**src/rtl/aes_pkg.sv**
```systemverilog
// Shared types and constants for the AES decryption front end.
package aes_pkg;

  localparam int BLK_W  = 128;
  localparam int WORD_W = 32;

  typedef enum logic [1:0] {LOAD, RUN, CAPTURE, OUT} state_t;

  function automatic int rounds_for_nk(input int nk);
    return nk + 6;
  endfunction

endpackage

```
**src/rtl/aes_dec_feeder_if.sv**
```systemverilog
// Valid/ready stream bundle, used for the 32-bit word input and 128-bit block output.
interface aes_dec_feeder_if #(parameter int W = 32) ();

  logic         valid;
  logic         ready;
  logic [W-1:0] data;

  modport master (output valid, output data, input ready);
  modport slave  (input valid, input data, output ready);

endinterface

```
**src/rtl/aes_dec_feeder.sv**
```systemverilog
// Collects ciphertext words into a block, runs the iterative AES decryption core
// for exactly CORE_LAT enabled cycles, then offers the plaintext with backpressure.
module aes_dec_feeder
  import aes_pkg::*;
#(
  parameter int NK       = 4,
  parameter int NR       = 10,
  parameter int CORE_LAT = NR + 1
) (
  input  logic                clk,
  input  logic                rst_n,
  input  logic [NK*32-1:0]    key_in,
  input  logic                key_load,
  aes_dec_feeder_if.slave     s,
  aes_dec_feeder_if.master    m,
  output logic [NK*32-1:0]    dec_key,
  output logic [BLK_W-1:0]    dec_state,
  output logic                dec_enable,
  input  logic [BLK_W-1:0]    dec_result,
  output logic                busy,
  output logic [15:0]         blk_count
);

  if (NR != rounds_for_nk(NK)) begin : g_bad_nr
    $error("aes_dec_feeder: NR must equal NK+6");
  end

  localparam int             RW       = $clog2(CORE_LAT + 1);
  localparam logic [RW-1:0]  RND_LOAD = RW'(CORE_LAT - 1);

  state_t              r_state;
  logic [1:0]          r_word_cnt;
  logic [RW-1:0]       r_rnd_cnt;
  logic [NK*32-1:0]    r_key;
  logic [BLK_W-1:0]    r_blk;
  logic                r_enable;
  logic [BLK_W-1:0]    r_m_data;
  logic                r_m_valid;
  logic [15:0]         r_blk_count;
  logic                w_s_ready;
  logic                w_busy;

  // s_ready is held low while reset is asserted so no beat is claimed before release.
  always_comb begin
    w_s_ready = rst_n && (r_state == LOAD);
    w_busy    = (r_state != LOAD);
  end

  always_ff @(posedge clk or negedge rst_n) begin
    if (!rst_n) begin
      r_state     <= LOAD;
      r_word_cnt  <= '0;
      r_rnd_cnt   <= '0;
      r_key       <= '0;
      r_blk       <= '0;
      r_enable    <= 1'b0;
      r_m_data    <= '0;
      r_m_valid   <= 1'b0;
      r_blk_count <= '0;
    end else begin
      case (r_state)
        LOAD: begin
          // Key may only change between blocks, before the first word lands.
          if (key_load && (r_word_cnt == 2'd0)) r_key <= key_in;
          if (s.valid && w_s_ready) begin
            r_blk      <= {r_blk[BLK_W-WORD_W-1:0], s.data};
            r_word_cnt <= r_word_cnt + 2'd1;
            if (r_word_cnt == 2'd3) begin
              r_state   <= RUN;
              r_enable  <= 1'b1;
              r_rnd_cnt <= RND_LOAD;
            end
          end
        end
        RUN: begin
          if (r_rnd_cnt == '0) begin
            r_enable <= 1'b0;
            r_state  <= CAPTURE;
          end else begin
            r_rnd_cnt <= r_rnd_cnt - RW'(1);
          end
        end
        CAPTURE: begin
          r_m_data    <= dec_result;
          r_m_valid   <= 1'b1;
          r_blk_count <= r_blk_count + 16'd1;
          r_state     <= OUT;
        end
        OUT: begin
          if (m.ready) begin
            r_m_valid <= 1'b0;
            r_state   <= LOAD;
          end
        end
        default: r_state <= LOAD;
      endcase
    end
  end

  assign s.ready    = w_s_ready;
  assign busy       = w_busy;
  assign m.valid    = r_m_valid;
  assign m.data     = r_m_data;
  assign dec_key    = r_key;
  assign dec_state  = r_blk;
  assign dec_enable = r_enable;
  assign blk_count  = r_blk_count;

endmodule

```
**src/flat_wrapper.sv**
```systemverilog
// flat-port wrapper written by rule: the top's interface ports become plain ports
module aes_dec_feeder_flat import aes_pkg::*;
#(
  parameter int NK       = 4,
  parameter int NR       = 10,
  parameter int CORE_LAT = NR + 1
)
  (clk, rst_n, key_in, key_load, dec_key, dec_state, dec_enable, dec_result, busy, blk_count, s_valid, s_data, s_ready, m_valid, m_data, m_ready);
  aes_dec_feeder_if #(.W(32)) s_i ();
  aes_dec_feeder_if #(.W(128)) m_i ();
  input  logic clk;
  input  logic rst_n;
  input  logic [NK*32-1:0] key_in;
  input  logic key_load;
  output logic [NK*32-1:0] dec_key;
  output logic [BLK_W-1:0] dec_state;
  output logic dec_enable;
  input  logic [BLK_W-1:0] dec_result;
  output logic busy;
  output logic [15:0] blk_count;
  input wire logic [$bits(s_i.valid)-1:0] s_valid;
  input wire logic [$bits(s_i.data)-1:0] s_data;
  output wire logic [$bits(s_i.ready)-1:0] s_ready;
  output wire logic [$bits(m_i.valid)-1:0] m_valid;
  output wire logic [$bits(m_i.data)-1:0] m_data;
  input wire logic [$bits(m_i.ready)-1:0] m_ready;
  assign s_i.valid = s_valid;
  assign s_i.data = s_data;
  assign s_ready = s_i.ready;
  assign m_valid = m_i.valid;
  assign m_data = m_i.data;
  assign m_i.ready = m_ready;
  aes_dec_feeder #(.NK(NK), .NR(NR), .CORE_LAT(CORE_LAT)) u_core (.clk(clk), .rst_n(rst_n), .key_in(key_in), .key_load(key_load), .s(s_i), .m(m_i), .dec_key(dec_key), .dec_state(dec_state), .dec_enable(dec_enable), .dec_result(dec_result), .busy(busy), .blk_count(blk_count));
endmodule
```
**config.mk**
```make
export PLATFORM = sky130hd
export DESIGN_NAME = aes_dec_feeder_flat
export DESIGN_NICKNAME = d
export VERILOG_FILES = /design/src/rtl/aes_pkg.sv /design/src/rtl/aes_dec_feeder_if.sv /design/src/rtl/aes_dec_feeder.sv /design/src/flat_wrapper.sv
export SDC_FILE = /design/constraint.sdc
export NUM_CORES = 1
export LEC_CHECK = 0
export BUFFER_PORTS_ARGS = -buffer_cell sky130_fd_sc_hd__buf_2
export CORE_AREA = 2 2 273 275
export CTS_BUF_LIST = sky130_fd_sc_hd__clkbuf_8
export DETAILED_ROUTE_END_ITERATION = 8
export DIE_AREA = 0 0 275 277
export PLACE_DENSITY = 0.51
export SLEW_MARGIN = 20
export SYNTH_ARGS = -nofsm -noshare
export SYNTH_HDL_FRONTEND = slang
export SYNTH_SLANG_ARGS = --single-unit
```
**constraint.sdc**
```tcl
create_clock -name clk -period 2.65 [get_ports clk]
set_input_delay 0.265 -clock clk [delete_from_list [all_inputs] [get_ports clk]]
set_output_delay 0.265 -clock clk [all_outputs]
set_load 0.01 [all_outputs]
```
* Word-level counts from Yosys, hierarchy flattened
Cells that the tools add are included.
** Storage, ports and cells
- RAM bits :: 0
- Memories kept :: 0
- Output and inout bits :: 404
- ROM bits :: 0
- Flip-flop bits (word level) :: 410
- Input bits :: 293
- Bits in latches :: 0
- Logic and storage cells :: 51
** Operators by class
- $add $sub $neg :: 3
- Bitwise logic cells :: 0
- $mul :: 0
- Shifts and indexed selects :: 0
- Equal/unequal tests :: 9
- Mux-type cells :: 15
- Divide/modulo/power cells :: 0
- Magnitude comparators :: 0
- Reduce and logical (&&, ||, !) cells :: 15
** Operators by type and width (number)
- 16-bit by 1-bit adder with 16-bit output (second input constant) :: 1
- 4-bit two-way mux :: 3
- 4-bit AND reduction :: 3
- 2-bit two-way mux :: 4
- 2-bit != test (second input constant) :: 4
- 2-bit one-hot mux with 4 select lines :: 1
- 4-bit one-hot mux with 2 select lines :: 1
- 2-bit == test (second input constant) :: 3
- 2-bit AND reduction :: 3
- 2-bit nonzero test :: 3
- 2-bit zero test :: 2
- 4-bit zero test :: 1
- 1-bit two-way mux :: 4
- 1-bit one-hot mux with 2 select lines :: 2
- 4-bit by 1-bit subtractor with 4-bit output (second input constant) :: 1
- 1-bit logical AND :: 3
- 2-bit by 1-bit adder with 2-bit output (second input constant) :: 1
- 2-bit by 1-bit == test with 1-bit output (second input constant) :: 1
- 2-bit by 1-bit != test with 1-bit output (second input constant) :: 1

* Logic depth before layout (Yosys ltp)
Gate-level depths: netlist (run 1).
- Word-level depth :: 5
- Gate-level depth with buffers :: 7
- Depth with buffers taken out :: 6

* Least setup slack after synthesis (run 1)
No wires, ideal clock.
- Path type :: reg-to-reg
- Start point :: register u_core.r_state[0]
- End point :: register u_core.r_blk[100], in the netlist u_core.dec_state[100]
- Slack :: 0.882 ns
- Library setup time :: 0.125 ns
- Stages on the path, launching flop included :: 8
- Data arrival time :: 1.643 ns
- Buffers on the path :: 2
- Cells stage by stage :: dfrtp_1 inv_1 ha_1 and2_2 nand2_2 buf_6 buf_6 mux2_4
** On the way
- Word-level cells in the longest chain between the ends :: 4
** RTL lines
- from (decl) :: line aes_dec_feeder.sv:31 : state_t r_state;
- from (signal assigned) :: line aes_dec_feeder.sv:51 : r_state <= LOAD;
- from (signal assigned) :: line aes_dec_feeder.sv:69 : r_state <= RUN;
- from (signal assigned) :: line aes_dec_feeder.sv:78 : r_state <= CAPTURE;
- 2-bit zero test :: line aes_dec_feeder.sv:45 : w_s_ready = rst_n && (r_state == LOAD);
- 1-bit logical AND :: line aes_dec_feeder.sv:45
- via s_ready :: line flat_wrapper.sv:23 : output wire logic [$bits(s_i.ready)-1:0] s_ready;
- 1-bit logical AND :: line aes_dec_feeder.sv:65 : if (s.valid && w_s_ready) begin
- 2-bit AND reduction (no source line)
- to (signal assigned) :: line aes_dec_feeder.sv:66 : r_blk <= {r_blk[BLK_W-WORD_W-1:0], s.data};
- to (decl) :: line aes_dec_feeder.sv:35 : logic [BLK_W-1:0] r_blk;
The timed path passes the listed nets, and every way through them passes these cells.
A chain may end at the register's enable or synchronous reset.

* Final worst setup path (run 1)
- Start point :: register u_core.r_state[0]
- End point :: output s_ready
** On the way
- Word-level cells in the longest chain between the ends :: 2
** RTL lines (line)
- 2-bit zero test :: aes_dec_feeder.sv:45
- 1-bit logical AND :: aes_dec_feeder.sv:45
- to (decl) :: flat_wrapper.sv:23
No other way between the ends.

==> qor.csv, run 1 <==
metric;value;unit
fill count;7264;
initial DRC count;323;
clock share of power;0.207;
TritonRoute pass-1 iters;4;
worst hold margin;0.200;ns
Peak VDD IR;0.577;mV
vias in the first global route;13000;
maxcap violations;0;
I/O Buffers;696;
Met3 Wirelength;4.01;mm
Internal Power;18900;µW
Final setup viols;0;
H-tree Lvls;3;
CTS tree;yes;
R2R Path Start;u_core.r_state[0];
Hold Vio Cnt, Final;0;
latest clock arrival within the worst-skew pair;0.67;ns
Total Routing Usage GR;0.128;
die width;275;µm
Hold Path Stages;4;
syn nets;1239;
Max Slew Vio Count;0;
Leak Pwr;0.0123;µW
CP endpoint kind;primary output;
Final Util;0.340;
NetSw;10200;µW
Ports;697;
R2R depth;6;
DIE AREA;76200;µm²
wire per inst;16.8;µm
ranking of synthesized cells by area;dfrtp_1 65%, mux2_2 20%, mux2_4 9.4%;
routed wire length;50.4;mm
Reg-to-Reg End;u_core.dec_state[99];
post-CTS setup repair buffer count;0;
crit path launch type;register;
total negative slack;0;ns
CTS Sinks;410;
Clock transition at path regs;0.06;ns
Mapped Area;15900;µm²
Final Critical Period;2.30;ns
Post-CTS Resized;0;
TritonCTS buffer count;76;
number of remaining DRC errors;0;
WL met2;25.4;mm
CTS Root Cell;clkbuf_8;
Worst EP required;2.38;ns
die height;277;µm
WP data arrival;2.03;ns
Primary FF master, synth;dfrtp_1;
Yosys cell types;29;
Final Cell Area;25000;µm²
flops & latches, synth;410;
Gate Count Post-Synth;936;
Comb pwr share;0.397;
post-synthesis sequential area ratio;0.645;
clk_skew;0.0450;ns
Cell Rows;100;
WS Path Type;reg2out;
Sequential Area;10300;µm²
Synth top area share;0.645;
via density per instance;3.94;
Avg Cell Area, Syn;17.0;µm²
FMAX;435;MHz
Longest Clk Path Bufs;3;
final net count;2278;
core area;73600;µm²
area of the multi-input gates;5360;µm²
Worst Hold End;u_core.dec_enable;
vias post-DR;11800;
period utilization;0.868;
Yosys Warn Count;0;
Sequential Power Share;0.395;
Routed Antenna Nets;0;
Routability Congestion;0.873;
Crit Path Max Fanout;7;
relative slew slack;0.377;
Synth area leader;dfrtp_1;
HP Start;s_valid;
DP HPWL;36.3;mm
status;complete, no violations;
share of layout cells above drive strength 1;0.597;
Async S/R FF share, synth;1.00;
FF-to-FF setup slack;0.48;ns
antenna violations before repair;7;
initial core utilization;0.216;
grt ovf;0;
Post-synth EDFFs;0;
placed cell area;20600;µm²
M1 wire length;19.5;mm
Sw Share;0.350;
Tightest Hold Check Type;in2reg;
first-pass GRT wire length;75.5;mm
Area Growth Syn to Fin;57.4;%
uppermost routed layer;met5;
worst-margin pin slew;0.935;ns
largest net degree at the start of global routing;149;
Power Density;1160;nW/µm²
unrepaired setup endpoints after global routing;no;
## worst max path at each step
stage               slack, ns                     to  cells past startpoint               from
global placement         0.51   u_core.dec_state[99]                      6  u_core.r_state[0]
detailed placement       0.47   u_core.dec_state[95]                      6  u_core.r_state[0]
CTS                      0.23                s_ready                      4  u_core.r_state[0]
floorplan                0.88  u_core.dec_state[100]                      7  u_core.r_state[0]
global route             0.20                s_ready                      4  u_core.r_state[0]
finish                   0.35                s_ready                      4  u_core.r_state[0]
## cells by family (layout without fill, tap and decap cells)
group	Yosys count	count (layout)	synth area share
and+or+nand+nor	42	42	0.0137
DFF	410	410	0.645
buffers and inverters	55	1147	0.0205
muxes	386	386	0.297
other	0	3	0
adders and majority gates	10	10	0.00787
xor gates and xnor gates	16	16	0.00881
AOI/OAI and AO/OA	17	17	0.00716
## critical path, cell delays in order, from the launching register on
cell and delay, ns:
dfrtp_1 0.40, inv_1 0.16, ha_1 0.40, and2_2 0.29
buf_2 0.16
## placed cells by master (no fill, tap or decap)
cell,instances
clkinvlp_4,3
ha_4,1
nor3_1,4
buf_12,11
xnor2_1,11
inv_8,2
clkinv_2,7
nand4_1,9
nor2_1,9
diode_2,3
bufinv_16,2
inv_1,39
a21oi_1,2
clkinv_8,1
nor2b_1,2
o22ai_1,2
dlygate4sd3_1,290
buf_2,695
ha_1,9
o21ai_0,10
nand2_1,8
inv_6,1
nor4_1,1
nand3_1,2
buf_8,1
and4_1,1
buf_4,7
xor2_1,5
a221oi_4,1
mux2_4,100
clkbuf_8,88
o31ai_1,2
nand2_8,1
or3b_2,1
and2_2,1
and3_1,1
dfrtp_1,410
nand3_4,1
mux2_2,286
or3_1,1
## metrics by stage
step | worst slack (ns) | std cells | total power [µW]
after floorplan | 0.882 | 936 | 17500
after global placement | 0.514 | 2576 | 22600
after detailed placement | 0.472 | 2576 | 22900
after CTS | 0.232 | 2997 | 29500
after global routing | 0.197 | 2999 | 30900
final | 0.350 | 3000 | 29000
## power groups by stage
stage          combinational, µW  clock, µW  sequential, µW
6_report                   11500       6020           11500
4_1_cts                    11700       6300           11500
3_3_place_gp               11200          0           11400
2_1_floorplan               4990          0           12600
3_5_place_dp               11400          0           11500
5_1_grt                    12300       6630           11900
## cell type report
class	instances	area share
diodes	3	0.000300
inverters	12	0.00180
clock inverters	43	0.0106
multi-input cells	471	0.214
clock buffers	88	0.0484
well taps	969	0.0484
flip-flops and latches	410	0.410
repair buffers	1004	0.266
## metal layers
metal | track usage | vias up
met1 | 0.148 | 5868
met4 | 0.0503 | 4
met2 | 0.219 | 430
met5 | 0 | -
li1 | - | 5395
met3 | 0.0391 | 112
## repair_timing
item | 4_1_cts | 5_1_grt
hold endpoints to repair | 348 | 0
hold buffers | 290 | 0
setup endpoints to repair | 0 | 0
## flip-flops by register name, summed over array words and instances, names as in the netlist
| signal | count |
|---|---|
| u_core.dec_key | 128 |
| u_core.dec_state | 128 |
| u_core.m.data | 128 |
| u_core.blk_count | 16 |
| u_core.r_rnd_cnt | 4 |
| u_core.r_state | 2 |
| u_core.r_word_cnt | 2 |
| u_core.dec_enable | 1 |
| u_core.m.valid | 1 |
## cells in the mapped netlist (3+ instances only)
master,n
o21ai_0,10
mux2_2,286
buf_6,11
ha_1,10
nand2_1,8
nand4_1,9
xnor2_1,11
nand3_1,3
xor2_1,5
buf_2,29
inv_1,12
mux2_4,100
dfrtp_1,410
nor3_1,4
nor2_1,9
No activity file was read; power rests on OpenSTA's default activity.
==> inputs of run 2 (changes only) <==
--- a/config.mk
+++ b/config.mk
@@ -7,9 +7,11 @@
 export LEC_CHECK = 0
 export BUFFER_PORTS_ARGS = -buffer_cell sky130_fd_sc_hd__buf_2
+export CELL_PAD_IN_SITES_DETAIL_PLACEMENT = 0
+export CELL_PAD_IN_SITES_GLOBAL_PLACEMENT = 1
 export CORE_AREA = 2 2 273 275
 export CTS_BUF_LIST = sky130_fd_sc_hd__clkbuf_8
 export DETAILED_ROUTE_END_ITERATION = 8
 export DIE_AREA = 0 0 275 277
-export PLACE_DENSITY = 0.51
+export PLACE_DENSITY = 0.59
 export SLEW_MARGIN = 20
 export SYNTH_ARGS = -nofsm -noshare
==> constraint.sdc (replaced) <==
create_clock -name clk -period 2.65 [get_ports clk]
set_input_delay 0.265 -clock clk [delete_from_list [all_inputs] [get_ports clk]]
set_output_delay 0.265 -clock clk [all_outputs]
set_load 0.1 [all_outputs]
==> run 2 against run 1 <==
Compared with the run above:
- clock skew down 0.024 ns
- design area rose by 0.12%
- non-clock buffer count increased by 6
- flip-flop and latch count did not move
- global-route usage is 0.30 points lower
- routed wire length decreased by 2.4%
- setup slack got worse by 0.063 ns
- die area unchanged
- sequential share of layout area is essentially flat
- largest cell class unchanged
==> qor.csv, run 2 (synthesis results as in run 1) <==
metric;value;unit;change
most frequent cells in the layout;694 x buf_2, 410 x dfrtp_1, 291 x dlygate4sd3_1;;was 695 x buf_2, 410 x dfrtp_1, 290 x dlygate4sd3_1
Final setup viols;0;;unchanged
DP HPWL;35.4;mm;was 36.3 mm
TritonRoute pass-1 iters;4;;unchanged
die width;275;µm;unchanged
Total Routing Usage GR;0.125;;was 0.128
status;complete, no violations;;unchanged
WP data arrival;2.10;ns;was 2.03 ns
Cell Rows;100;;unchanged
Cell Chain, Critical Path;inv_1 -> ha_2 -> and2_2 -> buf_4;;was inv_1 -> ha_1 -> and2_2 -> buf_2
Max Slew Vio Count;0;;unchanged
maxcap violations;0;;unchanged
crit path launch type;register;;unchanged
Final Critical Period;2.36;ns;was 2.30 ns
period utilization;0.891;;was 0.868
wire per inst;16.4;µm;was 16.8 µm
Routed Antenna Nets;0;;unchanged
H-tree Lvls;3;;unchanged
unrepaired setup endpoints after global routing;no;;unchanged
Ports;697;;unchanged
vias post-DR;11800;;about the same
number of remaining DRC errors;0;;unchanged
CTS Root Cell;clkbuf_8;;unchanged
Hold Vio Cnt, Final;0;;unchanged
CTS Sinks;410;;unchanged
relative slew slack;0.400;;was 0.377
clk_skew;0.0205;ns;was 0.0450 ns
worst-margin pin slew;0.899;ns;was 0.935 ns
CTS tree;yes;;unchanged
Clock transition at path regs;0.06;ns;about the same
Routability Congestion;0.821;;was 0.873
Tightest Hold Check Type;in2reg;;unchanged
post-CTS setup repair buffer count;0;;unchanged
total negative slack;0;ns;unchanged
Crit Path Max Fanout;7;;unchanged
final net count;2285;;was 2278
Area Growth Syn to Fin;57.6;%;was 57.4%
die height;277;µm;unchanged
grt ovf;0;;unchanged
Critical Path Max Stage Delay;0.40;ns;about the same
commonest non-fill, non-tap cell in the layout;buf_2;;unchanged
I/O Buffers;696;;unchanged
WS Path Type;reg2out;;unchanged
TritonCTS buffer count;77;;was 76
share of layout cells above drive strength 1;0.598;;was 0.597
FMAX;423;MHz;was 435 MHz
slowest cell on the critical path;dfrtp_1;;unchanged
via density per instance;3.92;;was 3.94
latest clock arrival within the worst-skew pair;0.64;ns;was 0.67 ns
first-pass GRT wire length;74.2;mm;was 75.5 mm
CP endpoint kind;primary output;;unchanged
DIE AREA;76200;µm²;unchanged
core area;73600;µm²;unchanged
vias in the first global route;13100;;was 13000
fill count;7315;;was 7264
routed wire length;49.2;mm;was 50.4 mm
Worst EP required;2.38;ns;about the same
Longest Clk Path Bufs;3;;unchanged
FF-to-FF setup slack;0.51;ns;was 0.48 ns
largest net degree at the start of global routing;141;;was 149
initial DRC count;273;;was 323
antenna violations before repair;4;;was 7
initial core utilization;0.216;;unchanged
==> run 2: cell types whose count changed in the layout (fill, tap and decap cells not counted), sizes merged <==
cell and delta:
dlygate4sd3 +1, clkinvlp +1, diode -2, buf +5, bufinv -2, clkinv -2, inv +2, clkbuf +3
==> run 2: worst max-delay path: cells and delay by family, from the launching register on <==
kind	cells	cell delay [ns]
and+or+nand+nor	1	0.25
adders and majority gates	1	0.33
buffers and inverters	2	0.49
DFF	1	0.40
==> run 2: per-layer routing <==
metal | up-vias | share of wire | global-route usage
met5 | - | 0.00057 | 0
met4 | 6 | 0.033 | 0.0561
met3 | 116 | 0.069 | 0.0339
met2 | 397 | 0.50 | 0.216
met1 | 5850 | 0.39 | 0.143
li1 | 5405 | - | -
==> run 2: final timing paths <==
path | start | end | depth (start not counted)
max | u_core.r_state[0] | s_ready | 4
min | s_valid | u_core.r_state[1] | 4
max reg2reg | u_core.r_state[0] | u_core.dec_state[111] | 6
min reg2reg | u_core.blk_count[15] | u_core.blk_count[15] | 1
max in group asynchronous | rst_n | u_core.dec_key[78] | 4
min in group asynchronous | rst_n | u_core.r_word_cnt[1] | 3
==> run 2: repair_timing <==
item / CTS / global route
resized for setup: 1 / 1
hold buffers: 291 / 0
endpoints found under the setup margin: 1 / 1
endpoints found under the hold margin: 400 / 0
==> run 2: metrics by stage <==
step | worst slack, ns | instance area [µm²] | util | hold WS, ns | instances
2_1_floorplan | 0.491 | 15900 | - | -0.0306 | 936
3_3_place_gp | 0.407 | 20700 | 0.281 | 0.0708 | 2581
3_5_place_dp | 0.367 | 20700 | 0.281 | 0.0729 | 2581
4_1_cts | 0.0456 | 25100 | 0.341 | 0.119 | 3005
5_1_grt | 0.118 | 25100 | 0.341 | 0.181 | 3006
6_report | 0.288 | 25100 | 0.341 | 0.209 | 3006
==> run 2: final cells by class <==
cell class	instances	area, µm²	area share
inverter	12	45.0	0.00180
clock buffer	91	1250	0.0500
sequential	410	10300	0.409
antenna	1	2.50	0.0000999
tap	969	1210	0.0484
timing repair buffer	1010	6720	0.268
clock inverter	42	208	0.00829
multi-input combinational	471	5360	0.214
Power of run 2 is left out: the tool's default activity adds up to more than one toggle a clock period on the data nets, which glitch-free logic cannot reach.
==> inputs of run 3 (changes only) <==
- ABC_AREA: unset -> 1
- CORE_AREA: 2 2 273 275 -> 2 2 270 272
- DIE_AREA: 0 0 275 277 -> 0 0 272 274
- PLACE_DENSITY: 0.59 -> 0.61
==> run 3 against run 2 <==
Compared with the run above:
- register-to-register slack worse by 0.07 ns
- design area decreased by 0.64%
- sequential share of layout area up 0.27 points
- area after synthesis shrank 1.3%
- clock-buffer cell count up 5
- first-iteration DRC count grew 100%
- non-clock buffer count rose by 6
- synthesized cell count grew 34%
- critical path depth is 1 higher
- routed wire length rose by 18%
==> qor.csv, run 3 <==
metric;value;unit;change
FMAX;418;MHz;was 423 MHz
Cell Rows;99;;was 100
Post-synth EDFFs;0;;unchanged
Routed Antenna Nets;0;;unchanged
GR Layer Usage met2;0.273;;was 0.216
antenna violations before repair;19;;was 4
post-synthesis sequential area ratio;0.653;;was 0.645
Async S/R FF share, synth;1.00;;unchanged
core area;72000;µm²;was 73600 µm²
FF-to-FF setup slack;0.44;ns;was 0.51 ns
Crit Path Max Fanout;7;;unchanged
initial core utilization;0.218;;was 0.216
H-tree Lvls;3;;unchanged
crit path buf inv count;3;;was 2
maxcap violations;0;;unchanged
Ports;697;;unchanged
Mapped Area;15700;µm²;was 15900 µm²
via density per instance;3.98;;was 3.92
Top delay family on crit path;buffers and inverters;;unchanged
Max Slew Vio Count;0;;unchanged
Tightest Hold Check Type;in2async;;was in2reg
flops & latches, synth;410;;unchanged
DP HPWL;42.7;mm;was 35.4 mm
slowest cell on the critical path;dfrtp_1;;unchanged
die height;274;µm;was 277 µm
Final setup viols;0;;unchanged
DIE AREA;74500;µm²;was 76200 µm²
CTS Root Cell;clkbuf_8;;unchanged
total negative slack;0;ns;unchanged
latest clock arrival within the worst-skew pair;0.66;ns;was 0.64 ns
Gate Count Post-Synth;1251;;was 936
status;complete, no violations;;unchanged
Longest Clk Path Bufs;3;;unchanged
Critical Path Max Stage Delay;0.42;ns;was 0.40 ns
TritonRoute pass-1 iters;6;;was 4
ranking of synthesized cells by area;dfrtp_1 65%, mux2_2 15%, nand2_1 10%;;was dfrtp_1 65%, mux2_2 20%, mux2_4 9.4%
I/O Buffers;696;;unchanged
number of remaining DRC errors;0;;unchanged
fill count;7214;;was 7315
Clock transition at path regs;0.06;ns;about the same
top-count cell post-synth;nand2_1;;was dfrtp_1
relative slew slack;0.403;;was 0.400
CTS tree;yes;;unchanged
Hold Vio Cnt, Final;0;;unchanged
Routability Congestion;0.828;;was 0.821
commonest non-fill, non-tap cell in the layout;buf_2;;unchanged
Yosys cell types;24;;was 29
final net count;2591;;was 2285
CTS Sinks;410;;unchanged
Final Cell Area;24900;µm²;was 25100 µm²
Final Critical Period;2.39;ns;was 2.36 ns
Yosys Warn Count;0;;unchanged
WP data arrival;2.13;ns;was 2.10 ns
clk_skew;0.0327;ns;was 0.0205 ns
Worst EP required;2.38;ns;about the same
vias post-DR;13200;;was 11800
Avg Cell Area, Syn;12.6;µm²;was 17.0 µm²
period utilization;0.902;;was 0.891
Synth top area share;0.653;;was 0.645
Primary FF master, synth;dfrtp_1;;unchanged
share of layout cells above drive strength 1;0.451;;was 0.598
GRT busiest layer;met2;;unchanged
crit path launch type;register;;unchanged
Total Routing Usage GR;0.152;;was 0.125
Area Growth Syn to Fin;58.5;%;was 57.6%
Cell Chain, Critical Path;inv_1 -> ha_1 -> nand2_1 -> inv_1 -> clkbuf_4;;was inv_1 -> ha_2 -> and2_2 -> buf_4
initial DRC count;551;;was 273
CP endpoint kind;primary output;;unchanged
worst-margin pin slew;0.895;ns;was 0.899 ns
largest net degree at the start of global routing;143;;was 141
grt ovf;0;;unchanged
unrepaired setup endpoints after global routing;no;;unchanged
first-pass GRT wire length;86.2;mm;was 74.2 mm
syn nets;1554;;was 1239
met3 Resource Use GR;0.0518;;was 0.0339
die width;272;µm;was 275 µm
most frequent cells in the layout;694 x buf_2, 429 x nand2_1, 410 x dfrtp_1;;was 694 x buf_2, 410 x dfrtp_1, 291 x dlygate4sd3_1
grt met1 use;0.164;;was 0.143
wire per inst;17.5;µm;was 16.4 µm
Commonest cells post-synth;429 x nand2_1, 410 x dfrtp_1, 211 x mux2_2;;was 410 x dfrtp_1, 286 x mux2_2, 100 x mux2_4
most used cell, CP;inv_1;;
placed cell area;20400;µm²;was 20700 µm²
Synth area leader;dfrtp_1;;unchanged
vias in the first global route;14000;;was 13100
post-CTS setup repair buffer count;0;;unchanged
TritonCTS buffer count;77;;unchanged
WS Path Type;reg2out;;unchanged
routed wire length;58.0;mm;was 49.2 mm
[run 3: cell types whose count changed in the layout (fill, tap and decap cells not counted), moves of 5 or more]
| cell | delta |
|---|---|
| mux2_4 | -100 |
| xnor2_1 | -9 |
| buf_4 | +6 |
| nor2_1 | +7 |
| nand3_1 | +6 |
| clkbuf_8 | +5 |
| mux2_1 | +43 |
| nand2_1 | +421 |
| inv_1 | +11 |
| clkinv_2 | +8 |
| xor2_1 | +5 |
| mux2_2 | -75 |
| nand4_1 | -6 |
[run 3: cell families (layout without fill, tap and decap cells)]
logic type	Yosys count	count (layout)	share of synthesized area
flops	410	410	0.653
other cells	0	4	0
xor+xnor	12	12	0.00669
simple gates	466	466	0.115
fa+ha+maj	10	10	0.00797
buf+inv	86	1185	0.0311
compound gates	13	13	0.00414
mux	254	254	0.182
[run 3: cell type report]
class	count	area (µm²)	area share
Antenna cell	4	10.0	0.000402
Clock buffer	96	1320	0.0531
Clock inverter	45	275	0.0111
Inverter	28	108	0.00432
Multi-Input combinational cell	755	4980	0.200
Sequential cell	410	10300	0.412
Tap cell	959	1200	0.0482
Timing Repair Buffer	1016	6740	0.271
[run 3: layer usage]
metal  routed length (µm)  up-vias
met2                29300      551
met5                   58        -
li1                     -     6167
met3                 4840      109
met4                 1720        8
met1                22100     6353
[run 3: worst paths after layout]
path                                             end                from  depth (start not counted)
worst min-delay path            u_core.blk_count[14]               rst_n                          3
max in group asynchronous          u_core.dec_enable               rst_n                          3
worst max-delay path                         s_ready   u_core.r_state[0]                          5
min in group clk                 u_core.dec_key[100]            key_load                          3
worst max register to register  u_core.dec_state[91]   u_core.r_state[0]                          6
worst min register to register    u_core.m.data[100]  u_core.m.data[100]                          2
[run 3: repair_timing]
action | 4_1_cts | 5_1_grt
resized for setup | 0 | 1
hold buffers | 292 | 0
endpoints found under the setup margin | 0 | 1
hold endpoints to repair | 701 | 0
[run 3: tightest hold or removal path, cell delays in order]
cell	delay, ns
dlygate4sd3_1	0.57
buf_8	0.18
buf_4	0.31
[run 3: metrics by stage]
stage	setup WS [ns]	util	std cells	hold WS [ns]
3_5_place_dp	0.465	0.283	2876	0.121
3_3_place_gp	0.526	0.283	2876	0.117
5_1_grt	0.0781	0.346	3313	0.266
2_1_floorplan	0.574	-	1251	-0.0306
4_1_cts	0.0382	0.346	3309	0.209
6_report	0.260	0.346	3313	0.294
Power of run 3 is left out for the same reason.
